===== src/rtl/ccm_row_dispatcher.sv =====
// CCM-side consumer of the IDP address tracker: shadows tracker occupancy,
// dispatches the head row pair to the decoder array and pops it when both rows complete.
module ccm_row_dispatcher #(
  parameter int unsigned ADDR_W       = 20,
  parameter int unsigned DEPTH        = 512,
  parameter int unsigned DONE_TIMEOUT = 1023,
  localparam int unsigned OCC_W       = $clog2(DEPTH + 1)
) (
  input  logic              clk,
  input  logic              rst_n,
  input  logic              push_seen,
  input  logic [ADDR_W-1:0] row0_addr,
  input  logic [ADDR_W-1:0] row1_addr,
  output logic              pop,
  output logic              req_valid,
  output logic [ADDR_W-1:0] req_addr,
  input  logic              req_ready,
  input  logic              done,
  output logic [OCC_W-1:0]  occupancy,
  output logic              busy,
  output logic              err_overflow,
  output logic              err_timeout
);

  localparam int unsigned TMO_W = $clog2(DONE_TIMEOUT + 1);

  typedef enum logic [2:0] {
    IDLE,
    LATCH,
    ISSUE0,
    WAIT0,
    ISSUE1,
    WAIT1,
    POP
  } state_e;

  state_e            state_q, state_d;
  logic [ADDR_W-1:0] r0_q, r0_d;
  logic [ADDR_W-1:0] r1_q, r1_d;
  logic              req_valid_q, req_valid_d;
  logic [ADDR_W-1:0] req_addr_q, req_addr_d;
  logic [OCC_W-1:0]  occ_q, occ_d;
  logic [TMO_W-1:0]  tmo_q, tmo_d;
  logic              busy_q, busy_d;
  logic              err_ovf_q, err_ovf_d;
  logic              err_tmo_q, err_tmo_d;
  logic              pop_c;
  logic [TMO_W-1:0]  tmo_inc;
  logic              tmo_hit;

  // The tracker ignores a read colliding with a write, so the pop waits for a push-free cycle.
  assign pop_c   = (state_q == POP) && !push_seen;
  assign tmo_inc = tmo_q + TMO_W'(1);
  assign tmo_hit = (tmo_inc == TMO_W'(DONE_TIMEOUT));

  always_comb begin
    state_d     = state_q;
    r0_d        = r0_q;
    r1_d        = r1_q;
    req_valid_d = req_valid_q;
    req_addr_d  = req_addr_q;
    tmo_d       = tmo_q;
    err_tmo_d   = err_tmo_q;
    err_ovf_d   = err_ovf_q;
    occ_d       = occ_q;

    case (state_q)
      IDLE: begin
        if (occ_q >= OCC_W'(2)) state_d = LATCH;
      end
      LATCH: begin
        r0_d        = row0_addr;
        r1_d        = row1_addr;
        req_valid_d = 1'b1;
        req_addr_d  = row0_addr;
        state_d     = ISSUE0;
      end
      ISSUE0: begin
        if (req_ready) begin
          req_valid_d = 1'b0;
          tmo_d       = '0;
          state_d     = WAIT0;
        end
      end
      WAIT0: begin
        if (done || tmo_hit) begin
          err_tmo_d   = err_tmo_q | !done;
          req_valid_d = 1'b1;
          req_addr_d  = r1_q;
          state_d     = ISSUE1;
        end else begin
          tmo_d = tmo_inc;
        end
      end
      ISSUE1: begin
        if (req_ready) begin
          req_valid_d = 1'b0;
          tmo_d       = '0;
          state_d     = WAIT1;
        end
      end
      WAIT1: begin
        if (done || tmo_hit) begin
          err_tmo_d = err_tmo_q | !done;
          state_d   = POP;
        end else begin
          tmo_d = tmo_inc;
        end
      end
      POP: begin
        if (!push_seen) state_d = IDLE;
      end
      default: begin
        req_valid_d = 1'b0;
        state_d     = IDLE;
      end
    endcase

    // Shadow occupancy: push saturates at DEPTH, pop retires a pair.
    if (push_seen) begin
      if (occ_q == OCC_W'(DEPTH)) err_ovf_d = 1'b1;
      else                        occ_d     = occ_q + OCC_W'(1);
    end else if (pop_c) begin
      occ_d = occ_q - OCC_W'(2);
    end

    busy_d = (state_d != IDLE);
  end

  always_ff @(posedge clk or negedge rst_n) begin
    if (!rst_n) begin
      state_q     <= IDLE;
      r0_q        <= '0;
      r1_q        <= '0;
      req_valid_q <= 1'b0;
      req_addr_q  <= '0;
      occ_q       <= '0;
      tmo_q       <= '0;
      busy_q      <= 1'b0;
      err_ovf_q   <= 1'b0;
      err_tmo_q   <= 1'b0;
    end else begin
      state_q     <= state_d;
      r0_q        <= r0_d;
      r1_q        <= r1_d;
      req_valid_q <= req_valid_d;
      req_addr_q  <= req_addr_d;
      occ_q       <= occ_d;
      tmo_q       <= tmo_d;
      busy_q      <= busy_d;
      err_ovf_q   <= err_ovf_d;
      err_tmo_q   <= err_tmo_d;
    end
  end

  assign pop          = pop_c;
  assign req_valid    = req_valid_q;
  assign req_addr     = req_addr_q;
  assign occupancy    = occ_q;
  assign busy         = busy_q;
  assign err_overflow = err_ovf_q;
  assign err_timeout  = err_tmo_q;

endmodule

===== config.mk =====
export PLATFORM = sky130hd
export DESIGN_NAME = ccm_row_dispatcher
export DESIGN_NICKNAME = d
export VERILOG_FILES = /design/src/rtl/ccm_row_dispatcher.sv
export SDC_FILE = /design/constraint.sdc
export NUM_CORES = 1
export LEC_CHECK = 0
export CORE_MARGIN = 2
export CORE_UTILIZATION = 54
export DETAILED_ROUTE_END_ITERATION = 16
export PLACE_DENSITY = 0.95
export SYNTH_ARGS = -nofsm -noshare
export SYNTH_HDL_FRONTEND = slang
export SYNTH_SLANG_ARGS = --single-unit

===== constraint.sdc =====
create_clock -name clk -period 5.57 [get_ports clk]
set_clock_uncertainty 0.05 [all_clocks]
set_input_delay 1.114 -clock clk [delete_from_list [all_inputs] [get_ports clk]]
set_output_delay 1.114 -clock clk [all_outputs]
set_load 0.1 [all_outputs]

==> results of run 1 <==
-- logic make-up after synthesis --
logic type	Yosys count	synth area share (%)
AND/OR/NAND/NOR	187	30.57
flip-flops	67	46.40
AO/OA/AOI/OAI	65	13.09
buffers and inverters	32	4.120
adder cells (fa/ha/maj)	7	2.424
XOR/XNOR	14	3.393
-- state kept, by name, indices dropped and copies added, names as in the netlist --
name / flops
req_addr: 20
err_timeout: 1
req_valid: 1
tmo_q: 10
occupancy: 10
r1_q: 20
state_q: 3
busy: 1
err_overflow: 1
-- worst max-delay path: cells and delay by family --
kind | cells | cell delay, ns
buffers and inverters | 2 | 1.01
and+or+nand+nor | 1 | 0.52
-- worst min-delay path by stage --
stage            startpoint           end  slack [ns]  depth (start not counted)
2_1_floorplan       r1_q[6]       r1_q[6]        0.40                          2
3_3_place_gp        r1_q[6]       r1_q[6]        0.41                          2
3_5_place_dp   err_overflow  err_overflow        0.40                          2
4_1_cts        err_overflow  err_overflow        0.42                          2
5_1_grt        err_overflow  err_overflow        0.46                          2
6_report       err_overflow  err_overflow        0.42                          2
-- per-layer routing --
metal / vias to the layer above / global-route usage [%]
met5: - / 0
met4: 0 / 9.235
met3: 11 / 6.064
met2: 125 / 38.85
met1: 1557 / 33.73
li1: 1473 / -
-- metrics by stage --
stage | setup WS, ns | instance area, um2 | utilization, % | cells
after floorplan | 1.399 | 3620 | - | 372
after global placement | 1.848 | 4429 | 68.97 | 509
after detailed placement | 1.768 | 4429 | 68.97 | 509
after CTS | 1.742 | 4646 | 72.34 | 525
after global routing | 1.631 | 4646 | 72.34 | 525
final | 1.752 | 4646 | 72.34 | 525
-- area by class of cell --
| type | instances | area (um2) | area share, % |
|---|---|---|---|
| sequential | 67 | 1677 | 36.09 |
| multi-input combinational | 273 | 1805 | 38.86 |
| inverter | 8 | 30.03 | 0.6464 |
| timing repair buffer | 84 | 820.8 | 17.67 |
| tap | 77 | 96.34 | 2.074 |
| clock buffer | 9 | 123.9 | 2.666 |
| clock inverter | 7 | 92.59 | 1.993 |
-- cells in the final DEF, fill, tap and decap left out, types with 2 or more instances in the layout --
cell type        netlist  layout
nand2_1               81      81
clkdlybuf4s50_1        0      77
dfrtp_1               67      67
nor3_1                23      23
nor3b_1               22      22
o22ai_1               20      20
nor4b_2               18      19
nor2_1                11      11
o21ai_0               11      11
nand3_1                9       9
xnor2_1                9       9
clkbuf_8               0       9
inv_1                  8       8
ha_1                   7       7
a21oi_1                6       6
buf_4                  3       6
xor2_1                 5       5
o2bb2ai_1              5       5
nand2b_1               4       4
and3_1                 3       3
o32ai_1                3       3
a211o_1                3       3
clkinvlp_4             0       3
a211oi_1               2       2
nand4_1                2       2
nand3b_1               2       2
a31o_2                 2       2
or2_2                  2       2
a21o_1                 2       2
nor4b_1                3       2
clkinv_2               0       2
bufinv_16              0       2
-- synthesized netlist by cell type (4+ instances only) --
master | n | share of area, %
nor3_1 | 23 | 3.2
ha_1 | 7 | 2.4
xor2_1 | 5 | 1.2
nor2_1 | 11 | 1.1
inv_1 | 8 | 0.83
nor4b_2 | 18 | 7.5
a21oi_1 | 6 | 0.83
nand2_1 | 81 | 8.4
dfrtp_1 | 67 | 46
nand3_1 | 9 | 1.2
xnor2_1 | 9 | 2.2
o22ai_1 | 20 | 3.5
o21ai_0 | 11 | 1.5
nor3b_1 | 22 | 4.6
clkbuf_1 | 17 | 1.8
o2bb2ai_1 | 5 | 1.2
nand2b_1 | 4 | 0.69
==> results.json, run 1 <==
{
  "status": "finished with violations",
  "violations": "DRC",
  "dieArea_um2": 7362,
  "core_um2": 6422,
  "synth_seq_cells": 67,
  "via_count": 3166,
  "cp-start-kind": "primary input",
  "hold_path_class": "flip-flop to flip-flop",
  "ant_nets": 0,
  "areaGrowthSynthToFinish_pct": 28.57,
  "grt_pass1_vias": 3103,
  "fin_tns_setup_ns": 0,
  "worst_pin_slew_ns": 1.028,
  "ctsHoldBuffers": 0,
  "maxCapViolations": 0,
  "drt_iter0_markers": 303,
  "cp_slowest_stage_delay_ns": 0.64,
  "clk_latency_ns": 0.35,
  "clk_pin_slew_ns": 0.07,
  "rsz0062_at_grt": "no",
  "routed.top_layer": "met4",
  "n_antenna_cell": 0,
  "reg2reg_to": "req_addr[2]",
  "finalMaxSlewViolations": 0,
  "rr_worst_depth": 5,
  "r2r_slack_ns": 2.81,
  "fin_crit_ns": 3.818,
  "die_w_um": 85.80,
  "io_buffers": 79,
  "critPathSlowestCell": "clkdlybuf4s50_1",
  "syn_inst": 372,
  "wire_per_inst_um": 16.55,
  "synth_warnings": 0,
  "dieHeight_um": 85.80,
  "gp_congestion": 0.9207,
  "grtUsageTotal_pct": 24.83,
  "dr_wl_met2_um": 4203,
  "synth_flop_cell": "dfrtp_1",
  "cp.arrival_ns": 2.65,
  "grt_pass1_wl_um": 14480,
  "synth_edf_count": 0,
  "post_cts_buffers": 0,
  "async_flop_share_pct": 100.0,
  "syn_avg_cell_area_um2": 9.714,
  "syn-num-nets": 424,
  "cts_tree": "yes",
  "cts_resized": 0,
  "clkSinkCount": 67,
  "postRouteWirelength_um": 8687,
  "critPathRequiredTime_ns": 4.41,
  "crit_end": "pop",
  "firstDrtPassIters": 11,
  "hold_viol": 0,
  "start_util_pct": 56.26,
  "cp-end-kind": "output port",
  "std_cell_rows": 29,
  "min_period_over_period_pct": 68.55,
  "via_per_inst": 6.030,
  "wl_met3_um": 532,
  "netlist_area_um2": 3613,
  "clk_path_buf_depth": 2,
  "cts_max_level": 3,
  "dp_hpwl_um": 5506,
  "max_slew_margin_pct": 31.17,
  "wl_met1_um": 3836,
  "holdWs_ns": 0.4212,
  "r2r_start": "state_q[0]",
  "worst-path-max-fanout": 12,
  "nNetsFinal": 495,
  "route.detailed.drc": 6,
  "layout-drive-gt1-share_pct": 11.61,
  "antenna_found_initial": 0,
  "cts_buffers": 9,
  "synth_cell_type_count": 47,
  "max_freq_mhz": 261.9,
  "path_cells": "clkdlybuf4s50_1, nor4b_2, buf_4",
  "root_buffer": "clkbuf_8",
  "critPathLaunch": "push_seen",
  "yosysSeqAreaShare_pct": 46.40,
  "setup_viol": 0,
  "critPathKind": "primary input to output port",
  "io_pins": 80,
  "grt_max_degree": 68,
  "final.fill_count": 428,
  "grt-ovfl-total": 0
}
Power of run 1 is left out: the tool's default activity adds up to more than one toggle a clock period on the data nets, which glitch-free logic cannot reach.
==> run 2, diff against run 1 <==
Settings changed: CORE_UTILIZATION 54 to 46, PLACE_DENSITY 0.95 to 0.87.
Clock period 5.57 ns to 3.5 ns, I/O delays scaled along.
==> run 2 against run 1 <==
Net effect:
- the flow now finishes without violations
- via count is 0.19% lower
- count of clock-buffer cells in the layout is the same
- cell count up 5.1%
- global-route usage fell by 3.3 points
- largest cell class unchanged
==> results.json, run 2 (synthesized netlist as in run 1, its figures left out) <==
{
  "multi_input_area_um2": 1805,
  "worst-path-max-fanout": 5,
  "grt-ovfl-total": 0,
  "worst_pin_slew_ns": 0.9893,
  "finalMaxSlewViolations": 0,
  "clk_latency_ns": 0.34,
  "dieArea_um2": 8580,
  "io_pins": 80,
  "rsz0062_at_grt": "no",
  "hold_viol": 0,
  "final.fill_count": 639,
  "grtUsageTotal_pct": 21.48,
  "clk_pin_slew_ns": 0.08,
  "via_per_inst": 5.725,
  "cts_tree": "yes",
  "gr-max-usage-layer": "met2",
  "areaGrowthSynthToFinish_pct": 29.81,
  "final_common_cell": "nand2_1",
  "dp_hpwl_um": 5731,
  "maxCapViolations": 0,
  "dieHeight_um": 92.63,
  "wire_per_inst_um": 15.82,
  "crit_family": "buffers and inverters",
  "hold_path_class": "flip-flop to flip-flop",
  "clk_path_buf_depth": 2,
  "min_period_over_period_pct": 78.93,
  "ctsHoldBuffers": 0,
  "layout-drive-gt1-share_pct": 15.33,
  "fin_crit_ns": 2.763,
  "use_met3_pct": 5.370,
  "seqCellArea_um2": 1677,
  "grt.met1_usage_pct": 27.36,
  "layout_common_cells": "81 x nand2_1, 67 x dfrtp_1, 62 x clkdlybuf4s50_1, 23 x nor3_1",
  "root_buffer": "clkbuf_8",
  "grt_max_degree": 68,
  "cp-start-kind": "primary input",
  "start_util_pct": 47.01,
  "grt_pass1_wl_um": 14680,
  "critPathKind": "primary input to output port",
  "cp-end-kind": "output port",
  "gp_congestion": 0.9047,
  "critical_path_buf_inv_count": 2,
  "cts_max_level": 3,
  "critPathSlowestCell": "nor4b_2",
  "ant_nets": 0,
  "critPathRequiredTime_ns": 2.75,
  "postRouteWirelength_um": 8735,
  "setup_viol": 0,
  "io_buffers": 79,
  "clkSinkCount": 67,
  "drt_iter0_markers": 176,
  "n_antenna_cell": 0,
  "nNetsFinal": 497,
  "cts_resized": 0,
  "cp.arrival_ns": 2.01,
  "via_count": 3160,
  "post_cts_buffers": 0,
  "path_cells": "clkdlybuf4s50_1, nor4b_2, buf_12",
  "antenna_found_initial": 0,
  "fin_tns_setup_ns": 0,
  "max_freq_mhz": 362.0,
  "core_um2": 7687,
  "route.detailed.drc": 0,
  "max_slew_margin_pct": 34.05,
  "die_w_um": 92.63,
  "firstDrtPassIters": 4,
  "std_cell_rows": 32,
  "cts_buffers": 9,
  "grt_use_met2_pct": 35.04,
  "grt_pass1_vias": 3157,
  "cp_slowest_stage_delay_ns": 0.59,
  "status": "completed"
}
[run 2: changes by cell type in the layout (fill, tap and decap cells not counted)]
| cell | change |
|---|---|
| buf_12 | +1 |
| buf_4 | +16 |
| bufinv_16 | +1 |
| clkdlybuf4s50_1 | -15 |
| clkinv_4 | +1 |
| clkinvlp_4 | -2 |
[run 2: layer usage]
layer,vias up,wire (um)
met5,-,0
met4,0,98
met3,8,534
met2,102,4293
met1,1567,3808
li1,1483,-
[run 2: path summary, 6_finish.rpt]
path | startpoint | endpoint | slack, ns | depth (start not counted)
worst min-delay path | r1_q[7] | r1_q[7] | 0.44 | 2
worst max register to register | tmo_q[0] | req_addr[6] | 0.92 | 6
worst max-delay path | push_seen | pop | 0.74 | 3
max in group asynchronous | rst_n | tmo_q[6] | 2.36 | 2
min in group asynchronous | rst_n | r1_q[1] | 0.49 | 2
worst min register to register | r1_q[7] | r1_q[7] | 0.44 | 2
[run 2: cell type report]
cell class              instances  share of cell area, %
multi-input cells             273                  38.49
repair buffers                 86                  17.28
inverters                       8                 0.6402
clock buffers                   9                  2.641
well taps                     102                  2.721
flip-flops and latches         67                  35.74
clock inverters                 7                  2.481
[run 2: stage by stage]
stage                     utilization, %  hold WS, ns  std cells  setup WS [ns]  cell area [um2]
after floorplan                        -       0.3544        372         0.1062             3620
after global placement             57.89       0.4111        536         0.7767             4451
after detailed placement           57.89       0.4181        536         0.7190             4451
after CTS                          61.02       0.4403        552         0.7237             4691
after global routing               61.02       0.4543        552         0.6742             4691
final                              61.02       0.4386        552         0.7374             4691
[run 2: worst min-delay path, cell delays in order (launching register included)]
cell     delay (ns)
dfrtp_1        0.36
nand2_1        0.05
nand2_1        0.05
Power of run 2 is left out for the same reason.
==> run 3, diff against run 2 <==
Clock period 3.5 ns to 2.2 ns, I/O delays scaled along.
==> run 3 against run 2 <==
Net effect:
- the flow now finishes with violations (setup timing)
- wire length rose by 15%
- die area unchanged
- non-clock buffer count grew 28
- critical path type is now flip-flop to flip-flop
- largest cell class unchanged
==> results.json, run 3 (synthesized netlist as in run 1, its figures left out) <==
{
  "status": "finished with violations",
  "violations": "setup timing",
  "final_cell_area_um2": 5190,
  "cts_tree": "yes",
  "post_dp_cell_area_um2": 4627,
  "dieHeight_um": 92.63,
  "clk_latency_ns": 0.35,
  "grt_max_degree": 68,
  "max_slew_margin_pct": 63.21,
  "start_util_pct": 47.01,
  "grt_pass1_wl_um": 15860,
  "worst-path-max-fanout": 9,
  "place_ws_ns": -0.06353,
  "die_w_um": 92.63,
  "io_buffers": 79,
  "clkSinkCount": 67,
  "cts_max_level": 3,
  "hold_path_class": "primary input to async pin",
  "ctsHoldBuffers": 0,
  "firstDrtPassIters": 4,
  "clk_pin_slew_ns": 0.08,
  "cp-end-kind": "flip-flop",
  "std_cell_rows": 32,
  "postRouteWirelength_um": 10030,
  "maxCapViolations": 0,
  "min_period_over_period_pct": 105.4,
  "max_freq_mhz": 431.3,
  "core_um2": 7687,
  "final_core_util_pct": 67.51,
  "wire_per_inst_um": 17.29,
  "finalMaxSlewViolations": 0,
  "antenna_found_initial": 0,
  "layout_common_cells": "81 x nand2_1, 63 x dfrtp_1, 57 x buf_4, 43 x clkdlybuf4s50_1, 21 x nor3b_1",
  "dr_wl_met2_um": 4981,
  "cp.arrival_ns": 2.50,
  "grt_pass1_vias": 3295,
  "hold_viol": 0,
  "routed.top_layer": "met4",
  "grt-ovfl-total": 0,
  "dp_hpwl_um": 6260,
  "wl_met1_um": 4161,
  "layout_setup_ws_ns": -0.1185,
  "clk_path_buf_depth": 2,
  "nNetsFinal": 525,
  "cp-start-kind": "flip-flop",
  "gp_congestion": 0.8704,
  "cts_buffers": 9,
  "final.fill_count": 570,
  "critPathRequiredTime_ns": 2.38,
  "io_pins": 80,
  "via_per_inst": 5.633,
  "n_antenna_cell": 0,
  "final_common_cell": "nand2_1",
  "route.detailed.drc": 0,
  "ant_nets": 0,
  "areaGrowthSynthToFinish_pct": 43.63,
  "dieArea_um2": 8580,
  "wl_met3_um": 664,
  "setup_viol": 5,
  "grtUsageTotal_pct": 23.45,
  "root_buffer": "clkbuf_8",
  "r2r_slack_ns": -0.12,
  "via_count": 3267,
  "layout-drive-gt1-share_pct": 29.08,
  "rsz0062_at_grt": "yes",
  "worst_pin_slew_ns": 0.5519,
  "critPathKind": "flip-flop to flip-flop",
  "fin_crit_ns": 2.319,
  "drt_iter0_markers": 196
}
## run 3: cell count changes in the layout (fill, tap and decap cells not counted), moves of 4 or more
cell and change:
buf_6 +4, buf_12 +7, dfrtp_1 -4, nor4b_2 -15, clkdlybuf4s50_1 -19, buf_4 +35, nor3_2 +5, nor4b_4 +17
nor3_1 -5
## run 3: area by class of cell
cell class / instances / area [um2] / area share, %
Multi-Input combinational cell: 273 / 2073 / 39.95
Sequential cell: 67 / 1687 / 32.50
Timing Repair Buffer: 114 / 1094 / 21.07
Clock buffer: 10 / 137.6 / 2.652
Tap cell: 102 / 127.6 / 2.459
Clock inverter: 6 / 41.29 / 0.7956
Inverter: 8 / 30.03 / 0.5786
## run 3: routing by layer
| layer | track usage (%) | vias to the layer above |
|---|---|---|
| met1 | 31.16 | 1578 |
| li1 | - | 1540 |
| met4 | 8.088 | 0 |
| met2 | 37.96 | 130 |
| met5 | 0 | - |
| met3 | 5.370 | 19 |
## run 3: critical path: stages (launching register included)
cell	delay [ns]
dfrtp_1	0.39
buf_4	0.15
buf_4	0.13
ha_1	0.17
nand2_1	0.10
a2111oi_4	0.07
buf_4	0.16
a31o_2	0.26
buf_12	0.15
buf_12	0.12
nor3b_1	0.35
nor3_2	0.09
## run 3: per-stage QoR
| stage | cells | hold WS [ns] | setup TNS [ns] |
|---|---|---|---|
| after floorplan | 372 | 0.09441 | -1.541 |
| after global placement | 555 | 0.4091 | -0.04273 |
| after detailed placement | 555 | 0.4136 | -0.3866 |
| after CTS | 578 | 0.06000 | 0 |
| after global routing | 580 | 0.06350 | -2.281 |
| final | 580 | 0.03138 | -0.1602 |
## run 3: final timing paths
check | start | cells past startpoint | to
setup / recovery | tmo_q[1] | 11 | req_addr[11]
hold / removal | rst_n | 2 | r1_q[15]
setup reg to reg | tmo_q[1] | 11 | req_addr[11]
hold reg to reg | err_overflow | 2 | err_overflow
max in group asynchronous | rst_n | 2 | occupancy[4]
min in group clk | err_overflow | 2 | err_overflow
## run 3: repair_timing
| action | in CTS | in global routing |
|---|---|---|
| setup endpoints to repair | 31 | 37 |
| buffers inserted | 7 | 1 |
| gates cloned | 0 | 1 |
| gates resized for setup | 11 | 32 |
| pin swaps | 5 | 21 |
Power of run 3 is left out for the same reason.
